[config.mk]
export PLATFORM = sky130hd
export DESIGN_NAME = keypad_debouncer_flat
export DESIGN_NICKNAME = d
export VERILOG_FILES = /design/src/rtl/keypad_debouncer_pkg.sv /design/src/rtl/keypad_debouncer_if.sv /design/src/rtl/keypad_debouncer_timer.sv /design/src/rtl/keypad_debouncer.sv /design/src/flat_wrapper.sv
export SDC_FILE = /design/constraint.sdc
export NUM_CORES = 1
export LEC_CHECK = 0
export CAP_MARGIN = 20
export CORE_UTILIZATION = 25
export CTS_CLUSTER_SIZE = 28
export DETAILED_ROUTE_END_ITERATION = 10
export SYNTH_ARGS = -nofsm -noshare
export SYNTH_HDL_FRONTEND = slang
export SYNTH_SLANG_ARGS = --single-unit
[constraint.sdc]
create_clock -name clk -period 5.7 [get_ports clk]
set_clock_uncertainty 0.05 [all_clocks]
set_input_delay 1.425 -clock clk [delete_from_list [all_inputs] [get_ports clk]]
set_output_delay 1.425 -clock clk [all_outputs]
set_load 0.03 [all_outputs]
[src/rtl/keypad_debouncer_pkg.sv]
// ============================================================================
// Module      : keypad_pkg
// Description : Shared state encoding and key-vector helpers for the keypad
//               debounce/qualify stage (supports up to 64 keys).
// Revision    : 1.0
// ============================================================================
`default_nettype none

package keypad_pkg;

    typedef enum logic [1:0] {
        IDLE       = 2'd0,
        PRESS_QUAL = 2'd1,
        HELD       = 2'd2,
        REL_QUAL   = 2'd3
    } kp_state_t;

    localparam int KP_MAX_KEYS = 64;

    typedef logic [KP_MAX_KEYS-1:0] kp_vec_t;
    typedef logic [5:0]             kp_idx_t;

    function automatic logic is_single_hot(input kp_vec_t v);
        return (v != '0) && ((v & (v - 1'b1)) == '0);
    endfunction

    // OR-reduction of set-bit positions; exact for a one-hot input.
    function automatic kp_idx_t onehot_to_index(input kp_vec_t v);
        kp_idx_t idx;
        idx = '0;
        for (int i = 0; i < KP_MAX_KEYS; i++) begin
            if (v[i]) begin
                idx = idx | kp_idx_t'(i);
            end
        end
        return idx;
    endfunction

endpackage

`default_nettype wire

[src/rtl/keypad_debouncer_if.sv]
// ============================================================================
// Module      : keypad_debouncer_if
// Description : Scanner-to-decoder key bus: raw key vector in, qualified key
//               value, index and event pulses out.
// Revision    : 1.0
// ============================================================================
`default_nettype none

interface keypad_debouncer_if #(
    parameter int N_KEYS = 16
);
    localparam int IW = $clog2(N_KEYS);

    logic [N_KEYS-1:0] keys_pressed;
    logic [N_KEYS-1:0] key_value;
    logic [IW-1:0]     key_index;
    logic              new_key;
    logic              key_release;
    logic              key_repeat;
    logic              key_held;

    modport master (
        output keys_pressed,
        input  key_value,
        input  key_index,
        input  new_key,
        input  key_release,
        input  key_repeat,
        input  key_held
    );

    modport slave (
        input  keys_pressed,
        output key_value,
        output key_index,
        output new_key,
        output key_release,
        output key_repeat,
        output key_held
    );

endinterface

`default_nettype wire

[src/rtl/keypad_debouncer_timer.sv]
// ============================================================================
// Module      : debounce_timer
// Description : Saturating up-counter with clear/start/enable; hit_o flags
//               that an enabled count this cycle lands on limit_i.
// Revision    : 1.0
// ============================================================================
`default_nettype none

module debounce_timer #(
    parameter  int MAX = 50,
    localparam int W   = $clog2(MAX + 1)
) (
    input  wire logic         clk,
    input  wire logic         reset,
    input  wire logic         clr_i,
    input  wire logic         start_i,
    input  wire logic         en_i,
    input  wire logic [W-1:0] limit_i,
    output logic              hit_o
);

    localparam logic [W-1:0] CNT_MAX = W'(MAX);

    logic [W-1:0] cnt_q;
    logic [W-1:0] cnt_d;

    always_comb begin
        cnt_d = cnt_q;
        if (clr_i) begin
            cnt_d = '0;
        end else if (start_i) begin
            cnt_d = W'(1);
        end else if (en_i && (cnt_q != CNT_MAX)) begin
            cnt_d = cnt_q + 1'b1;
        end
    end

    always_ff @(posedge clk or posedge reset) begin
        if (reset) begin
            cnt_q <= '0;
        end else begin
            cnt_q <= cnt_d;
        end
    end

    assign hit_o = (cnt_q == (limit_i - 1'b1));

endmodule

`default_nettype wire

[src/rtl/keypad_debouncer.sv]
// ============================================================================
// Module      : keypad_debouncer
// Description : Keypad press/release qualification with optional typematic
//               auto-repeat; outputs one-hot key, binary index and pulses.
// Revision    : 1.0
// ============================================================================
`default_nettype none

module keypad_debouncer
    import keypad_pkg::*;
#(
    parameter int N_KEYS         = 16,
    parameter int PRESS_CYCLES   = 50,
    parameter int RELEASE_CYCLES = 50,
    parameter int REPEAT_EN      = 0,
    parameter int REPEAT_DELAY   = 5000,
    parameter int REPEAT_PERIOD  = 1000
) (
    input  wire logic          clk,
    input  wire logic          reset,
    keypad_debouncer_if.slave  kp
);

    localparam int IW      = $clog2(N_KEYS);
    localparam int PW      = $clog2(PRESS_CYCLES + 1);
    localparam int LW      = $clog2(RELEASE_CYCLES + 1);
    localparam int REP_MAX = (REPEAT_DELAY > REPEAT_PERIOD) ? REPEAT_DELAY : REPEAT_PERIOD;
    localparam int REPW    = $clog2(REP_MAX + 1);

    kp_state_t         state_q;
    kp_state_t         state_d;
    logic [N_KEYS-1:0] cand_q;
    logic [N_KEYS-1:0] cand_d;
    logic [N_KEYS-1:0] key_value_q;
    logic [IW-1:0]     key_index_q;
    logic              new_key_q;
    logic              key_release_q;

    logic [N_KEYS-1:0] w_keys;
    logic              w_single_hot;
    logic              w_match;
    logic              w_active;
    logic              w_accept;
    logic              w_release;
    logic              w_press_start;
    logic              w_press_en;
    logic              w_press_clr;
    logic              w_press_hit;
    logic              w_rel_start;
    logic              w_rel_en;
    logic              w_rel_clr;
    logic              w_rel_hit;
    logic              w_rep_en;
    logic              w_rep_clr;
    logic              w_key_repeat;
    logic              w_key_held;

    assign w_keys       = kp.keys_pressed;
    assign w_single_hot = is_single_hot(kp_vec_t'(w_keys));
    assign w_match      = (w_keys == cand_q);
    assign w_active     = |(w_keys & cand_q);

    debounce_timer #(.MAX(PRESS_CYCLES)) u_press_timer (
        .clk     (clk),
        .reset   (reset),
        .clr_i   (w_press_clr),
        .start_i (w_press_start),
        .en_i    (w_press_en),
        .limit_i (PW'(PRESS_CYCLES)),
        .hit_o   (w_press_hit)
    );

    debounce_timer #(.MAX(RELEASE_CYCLES)) u_rel_timer (
        .clk     (clk),
        .reset   (reset),
        .clr_i   (w_rel_clr),
        .start_i (w_rel_start),
        .en_i    (w_rel_en),
        .limit_i (LW'(RELEASE_CYCLES)),
        .hit_o   (w_rel_hit)
    );

    always_ff @(posedge clk or posedge reset) begin
        if (reset) begin
            state_q <= IDLE;
            cand_q  <= '0;
        end else begin
            state_q <= state_d;
            cand_q  <= cand_d;
        end
    end

    always_comb begin
        state_d       = state_q;
        cand_d        = cand_q;
        w_accept      = 1'b0;
        w_release     = 1'b0;
        w_press_start = 1'b0;
        w_press_en    = 1'b0;
        w_press_clr   = 1'b0;
        w_rel_start   = 1'b0;
        w_rel_en      = 1'b0;
        w_rel_clr     = 1'b0;
        w_rep_en      = 1'b0;
        w_rep_clr     = 1'b0;

        case (state_q)
            IDLE: begin
                w_press_clr = 1'b1;
                w_rel_clr   = 1'b1;
                if (w_single_hot) begin
                    cand_d = w_keys;
                    if (PRESS_CYCLES == 1) begin
                        w_accept = 1'b1;
                    end else begin
                        w_press_clr   = 1'b0;
                        w_press_start = 1'b1;
                        state_d       = PRESS_QUAL;
                    end
                end
            end
            PRESS_QUAL: begin
                if (w_match) begin
                    w_press_en = 1'b1;
                    if (w_press_hit) begin
                        w_accept = 1'b1;
                    end
                end else begin
                    w_press_clr = 1'b1;
                    state_d     = IDLE;
                end
            end
            HELD: begin
                // Extra keys alongside the active one are deliberately ignored.
                if (w_active) begin
                    w_rep_en = 1'b1;
                end else if (RELEASE_CYCLES == 1) begin
                    w_release = 1'b1;
                    state_d   = IDLE;
                end else begin
                    w_rel_start = 1'b1;
                    state_d     = REL_QUAL;
                end
            end
            REL_QUAL: begin
                if (!w_active) begin
                    w_rel_en = 1'b1;
                    if (w_rel_hit) begin
                        w_release = 1'b1;
                        w_rel_clr = 1'b1;
                        state_d   = IDLE;
                    end
                end else begin
                    w_rel_clr = 1'b1;
                    state_d   = HELD;
                end
            end
            default: begin
                state_d = IDLE;
            end
        endcase

        if (w_accept) begin
            w_press_clr = 1'b1;
            w_rep_clr   = 1'b1;
            state_d     = HELD;
        end
    end

    always_comb begin
        w_key_held = (state_q == HELD) || (state_q == REL_QUAL);
    end

    always_ff @(posedge clk or posedge reset) begin
        if (reset) begin
            new_key_q     <= 1'b0;
            key_release_q <= 1'b0;
            key_value_q   <= '0;
            key_index_q   <= '0;
        end else begin
            new_key_q     <= w_accept;
            key_release_q <= w_release;
            if (w_accept) begin
                key_value_q <= cand_d;
                key_index_q <= IW'(onehot_to_index(kp_vec_t'(cand_d)));
            end
        end
    end

    generate
        if (REPEAT_EN != 0) begin : g_repeat
            logic            first_done_q;
            logic            key_repeat_q;
            logic [REPW-1:0] w_rep_limit;
            logic            w_rep_hit;
            logic            w_rep_fire;

            // First pulse waits the full delay, later pulses use the period.
            assign w_rep_limit = first_done_q ? REPW'(REPEAT_PERIOD) : REPW'(REPEAT_DELAY);
            assign w_rep_fire  = w_rep_en && w_rep_hit;

            debounce_timer #(.MAX(REP_MAX)) u_rep_timer (
                .clk     (clk),
                .reset   (reset),
                .clr_i   (w_rep_clr | w_rep_fire),
                .start_i (1'b0),
                .en_i    (w_rep_en),
                .limit_i (w_rep_limit),
                .hit_o   (w_rep_hit)
            );

            always_ff @(posedge clk or posedge reset) begin
                if (reset) begin
                    first_done_q <= 1'b0;
                    key_repeat_q <= 1'b0;
                end else begin
                    key_repeat_q <= w_rep_fire;
                    if (w_rep_clr) begin
                        first_done_q <= 1'b0;
                    end else if (w_rep_fire) begin
                        first_done_q <= 1'b1;
                    end
                end
            end

            assign w_key_repeat = key_repeat_q;
        end else begin : g_no_repeat
            logic w_unused_rep;
            assign w_unused_rep = w_rep_en ^ w_rep_clr;
            assign w_key_repeat = 1'b0;
        end
    endgenerate

    assign kp.key_value   = key_value_q;
    assign kp.key_index   = key_index_q;
    assign kp.new_key     = new_key_q;
    assign kp.key_release = key_release_q;
    assign kp.key_repeat  = w_key_repeat;
    assign kp.key_held    = w_key_held;

endmodule

`default_nettype wire
[src/flat_wrapper.sv]
// flat-port wrapper written by rule: the top's interface ports become plain ports
module keypad_debouncer_flat import keypad_pkg::*;
#(
    parameter int N_KEYS         = 16,
    parameter int PRESS_CYCLES   = 50,
    parameter int RELEASE_CYCLES = 50,
    parameter int REPEAT_EN      = 0,
    parameter int REPEAT_DELAY   = 5000,
    parameter int REPEAT_PERIOD  = 1000
)
  (clk, reset, kp_keys_pressed, kp_key_value, kp_key_index, kp_new_key, kp_key_release, kp_key_repeat, kp_key_held);
  keypad_debouncer_if #(.N_KEYS(N_KEYS)) kp_i ();
  input  wire logic clk;
  input  wire logic reset;
  input wire logic [$bits(kp_i.keys_pressed)-1:0] kp_keys_pressed;
  output wire logic [$bits(kp_i.key_value)-1:0] kp_key_value;
  output wire logic [$bits(kp_i.key_index)-1:0] kp_key_index;
  output wire logic [$bits(kp_i.new_key)-1:0] kp_new_key;
  output wire logic [$bits(kp_i.key_release)-1:0] kp_key_release;
  output wire logic [$bits(kp_i.key_repeat)-1:0] kp_key_repeat;
  output wire logic [$bits(kp_i.key_held)-1:0] kp_key_held;
  assign kp_i.keys_pressed = kp_keys_pressed;
  assign kp_key_value = kp_i.key_value;
  assign kp_key_index = kp_i.key_index;
  assign kp_new_key = kp_i.new_key;
  assign kp_key_release = kp_i.key_release;
  assign kp_key_repeat = kp_i.key_repeat;
  assign kp_key_held = kp_i.key_held;
  keypad_debouncer #(.N_KEYS(N_KEYS), .PRESS_CYCLES(PRESS_CYCLES), .RELEASE_CYCLES(RELEASE_CYCLES), .REPEAT_EN(REPEAT_EN), .REPEAT_DELAY(REPEAT_DELAY), .REPEAT_PERIOD(REPEAT_PERIOD)) u_core (.clk(clk), .reset(reset), .kp(kp_i));
endmodule
==> results.toml <==
[global_routing]
antenna_found_initial = 0
gr-total-overflow = 0
grtUsageTotal_pct = 13.00
grt_max_degree = 53
grt_pass1_vias = 2726
grt_pass1_wl_um = 13790

[logic_synthesis]
synth_largest_area_cell = "dfrtp_1"
netlist.area_leader.share_pct = 40.47
synth_fa_ha_area_share_pct = 10.51
synth-simple-area-share_pct = 24.09
synth-seq-area-share_pct = 40.47
syn_nets = 388
synthMuxAreaShare_pct = 0
syn_inst = 343
synth_xor_xnor_area_share_pct = 2.451
synth_area_per_cell_um2 = 9.375
synthFlopType = "dfrtp_1"
yosysUniqueCellTypes = 55
syn_area_um2 = 3216
synth_compound_area_share_pct = 16.26
synth_area_leaders = "dfrtp_1, ha_1, nor2_1"
ys_seq_elements = 52
yosys_warnings = 0
ys_async_sr_fraction_pct = 100.0
synth_edf_count = 0
synth_top_family_by_area = "simple AND/OR/NAND/NOR gates"

[routing]
route.detailed.drc = 0
vias = 2843
wirelength_um = 8344
routed-wl-met3_um = 451
drt_iter0_drc = 253
top_layer = "met4"
dr_wl_met2_um = 3687
met1_length_um = 4074
ant_nets = 0
dr.pass1.iters = 7
vias_per_cell = 5.188
post_drt_wl_per_cell_um = 15.23

[placed_design]
dpl_cell_area_um2 = 3684
dp_hpwl_um = 6202
place_congestion = 0.8132
portBuffers = 40

[cells_and_area]
seq_area_um2 = 1301
fin_util_pct = 30.62
diodes = 0
fillers = 1300
area_growth_pct = 19.69
stdcell_area_um2 = 3849
multi_input_area_um2 = 1718
fin_nets = 421
drive_above_1_share_pct = 5.319

[floorplan]
die_w_um = 115.4
die-area_um2 = 13320
initial_utilization_pct = 25.58
die-height_um = 115.4
placeableCoreArea_um2 = 12570
io_pins = 42
row_count = 41

[clock_network]
cts-root-buf = "clkbuf_16"
post_cts_buffers = 0
insertion_delay_ps = 290
clkTransAtPathRegs_ps = 70
clock_path_buffers = 2
numCtsBuffers = 5
cts-resized-gates = 0
htree_levels = 2
cts_num_sinks = 52
cts_tree = "done"
hold_buffers = 0

[sta]
hold_viol_final = 0
fmax_ghz = 0.2248
slew_violations = 0
setup_viol = 0
min_period_over_period_pct = 78.03
worst_pin_slew_ps = 962.7
fin_crit_ps = 4448
setup_tns_ps = 0
rsz0062_at_grt = "false"
slew_headroom_pct = 35.82

[critical_path]
required_ps = 5810
crit_path_start_kind = "input pin"
slowest_delay_ps = 700
path_class = "in2reg"
critPathBufInv = 3
path_cells = "clkdlybuf4s50_1 > ha_1 > nor4_1 > and4_1 > nand3_1 > inv_1 > buf_4 > and4b_1 > a211oi_1"
crit_fanout = 22
arrival_ps = 4560
worstSetupEndpointType = "register"
cpMaxStageDelayCell = "clkdlybuf4s50_1"
crit_family = "buffers and inverters"

[min_path]
hold_class = "reg2reg"

[power_and_ir_drop]
p_comb_share_pct = 7.3
power_density_nw_per_um2 = 183.7
pwr-share-seq_pct = 52.2
switching_power_mw = 0.1601
clockPowerShare_pct = 40.5
ir_drop_uv = 94.70
swShare_pct = 22.63
intPower_mw = 0.5471
p_leak_nw = 1.679

[run_status]
outcome = "finished, final reports clean"

[job]
maxCapViolCount = 0
tightest hold or removal path: cells and delay by family (launching register included):
family | cells | cell delay, ps
xor gates and xnor gates | 1 | 120
DFF | 1 | 360
and+or+nand+nor | 1 | 40
state kept, by name (all words and copies together) (netlist names):
name and cells:
u_core.kp.key_index 4, u_core.kp.key_release 1, u_core.cand_q 16, u_core.kp.key_value 16, u_core.u_press_timer.cnt_q 6, u_core.state_q 2
u_core.u_rel_timer.cnt_q 6, u_core.kp.new_key 1
per-layer routing:
| metal | GRT usage, % | up-vias |
|---|---|---|
| met5 | 0 | - |
| met4 | 4.069 | 0 |
| li1 | - | 1340 |
| met2 | 19.24 | 93 |
| met3 | 2.510 | 12 |
| met1 | 18.98 | 1398 |
cell families after synthesis:
kind of cell	after synthesis
AO/OA/AOI/OAI	75
flip-flops	52
buffers and inverters	27
AND/OR/NAND/NOR	152
other	1
adder cells (fa/ha/maj)	27
XOR/XNOR	9
cells in the mapped netlist, types with 2 or more instances:
cell type,instances
dfrtp_1,52
nor2_1,46
nand2_1,30
ha_1,27
nand4_1,22
o21ai_0,22
a31oi_1,15
nor4_1,15
nor3_1,14
inv_1,11
a21oi_1,8
xnor2_1,8
nand3_1,7
a211oi_1,4
buf_6,4
clkbuf_8,4
o211ai_1,3
a2bb2oi_1,2
a41oi_1,2
and4_1,2
buf_2,2
clkbuf_1,2
clkbuf_2,2
nand3_2,2
nor3_2,2
nor4bb_1,2
o2111a_1,2
o211a_1,2
o32ai_1,2
or3_1,2
power by group through the flow:
stage                     combinational, mW  clock (mW)  sequential, mW
after floorplan                      0.0216           0           0.376
after global placement               0.0484           0           0.376
after detailed placement             0.0490           0           0.376
after CTS                            0.0493       0.294           0.369
after global routing                 0.0568       0.308           0.369
final                                0.0516       0.287           0.369
cell type report:
cell class	instances	area share [%]
multi-input combinational	264	44.64
sequential	52	33.81
timing repair buffer	42	11.31
tap	172	5.592
clock buffer	5	3.251
inverter	11	1.073
clock inverter	2	0.3251
through the flow:
step	setup WS (ps)	power (mW)	hold slack [ps]	cells
after detailed placement	1010	0.4249	475.0	540
final	1252	0.7071	495.5	548
after global placement	1149	0.4243	476.9	540
after global routing	1055	0.7336	509.3	548
after floorplan	2405	0.3975	451.5	343
after CTS	1295	0.7126	498.3	547
path summary, 6_finish.rpt:
| path | slack (ps) | startpoint | depth (start not counted) | endpoint |
|---|---|---|---|---|
| min in group asynchronous | 1480 | reset | 2 | u_core.u_rel_timer.cnt_q[4]$_DFFE_PP0P_ |
| hold reg to reg | 500 | u_core.u_rel_timer.cnt_q[5]$_DFFE_PP0P_ | 2 | u_core.u_rel_timer.cnt_q[5]$_DFFE_PP0P_ |
| max in group asynchronous | 3570 | reset | 3 | u_core.cand_q[6]$_DFF_PP0_ |
| setup / recovery | 1250 | kp_keys_pressed[13] | 9 | u_core.kp.key_index[3]$_DFFE_PP0P_ |
| setup reg to reg | 2610 | u_core.cand_q[5]$_DFF_PP0_ | 8 | u_core.kp.key_index[3]$_DFFE_PP0P_ |
| hold / removal | 500 | u_core.u_rel_timer.cnt_q[5]$_DFFE_PP0P_ | 2 | u_core.u_rel_timer.cnt_q[5]$_DFFE_PP0P_ |
layout by cell type (no fill, tap or decap), types with 2 or more instances in the layout:
cell type / n
or3_1: 2
and4_1: 2
a31oi_1: 15
o2111a_1: 2
inv_1: 10
nor4bb_1: 2
clkdlybuf4s50_1: 40
a2bb2oi_1: 2
nand4_1: 22
nor3_2: 2
nor3_1: 14
nand3_1: 7
clkbuf_16: 5
nor2_1: 46
dfrtp_1: 52
a41oi_1: 2
nand2_1: 30
ha_1: 27
o21ai_0: 22
a21oi_1: 8
o211a_1: 2
nor4_1: 15
o32ai_1: 2
nand3_2: 2
a211oi_1: 4
xnor2_1: 8
o211ai_1: 3
(Power assumes the default switching activity.)
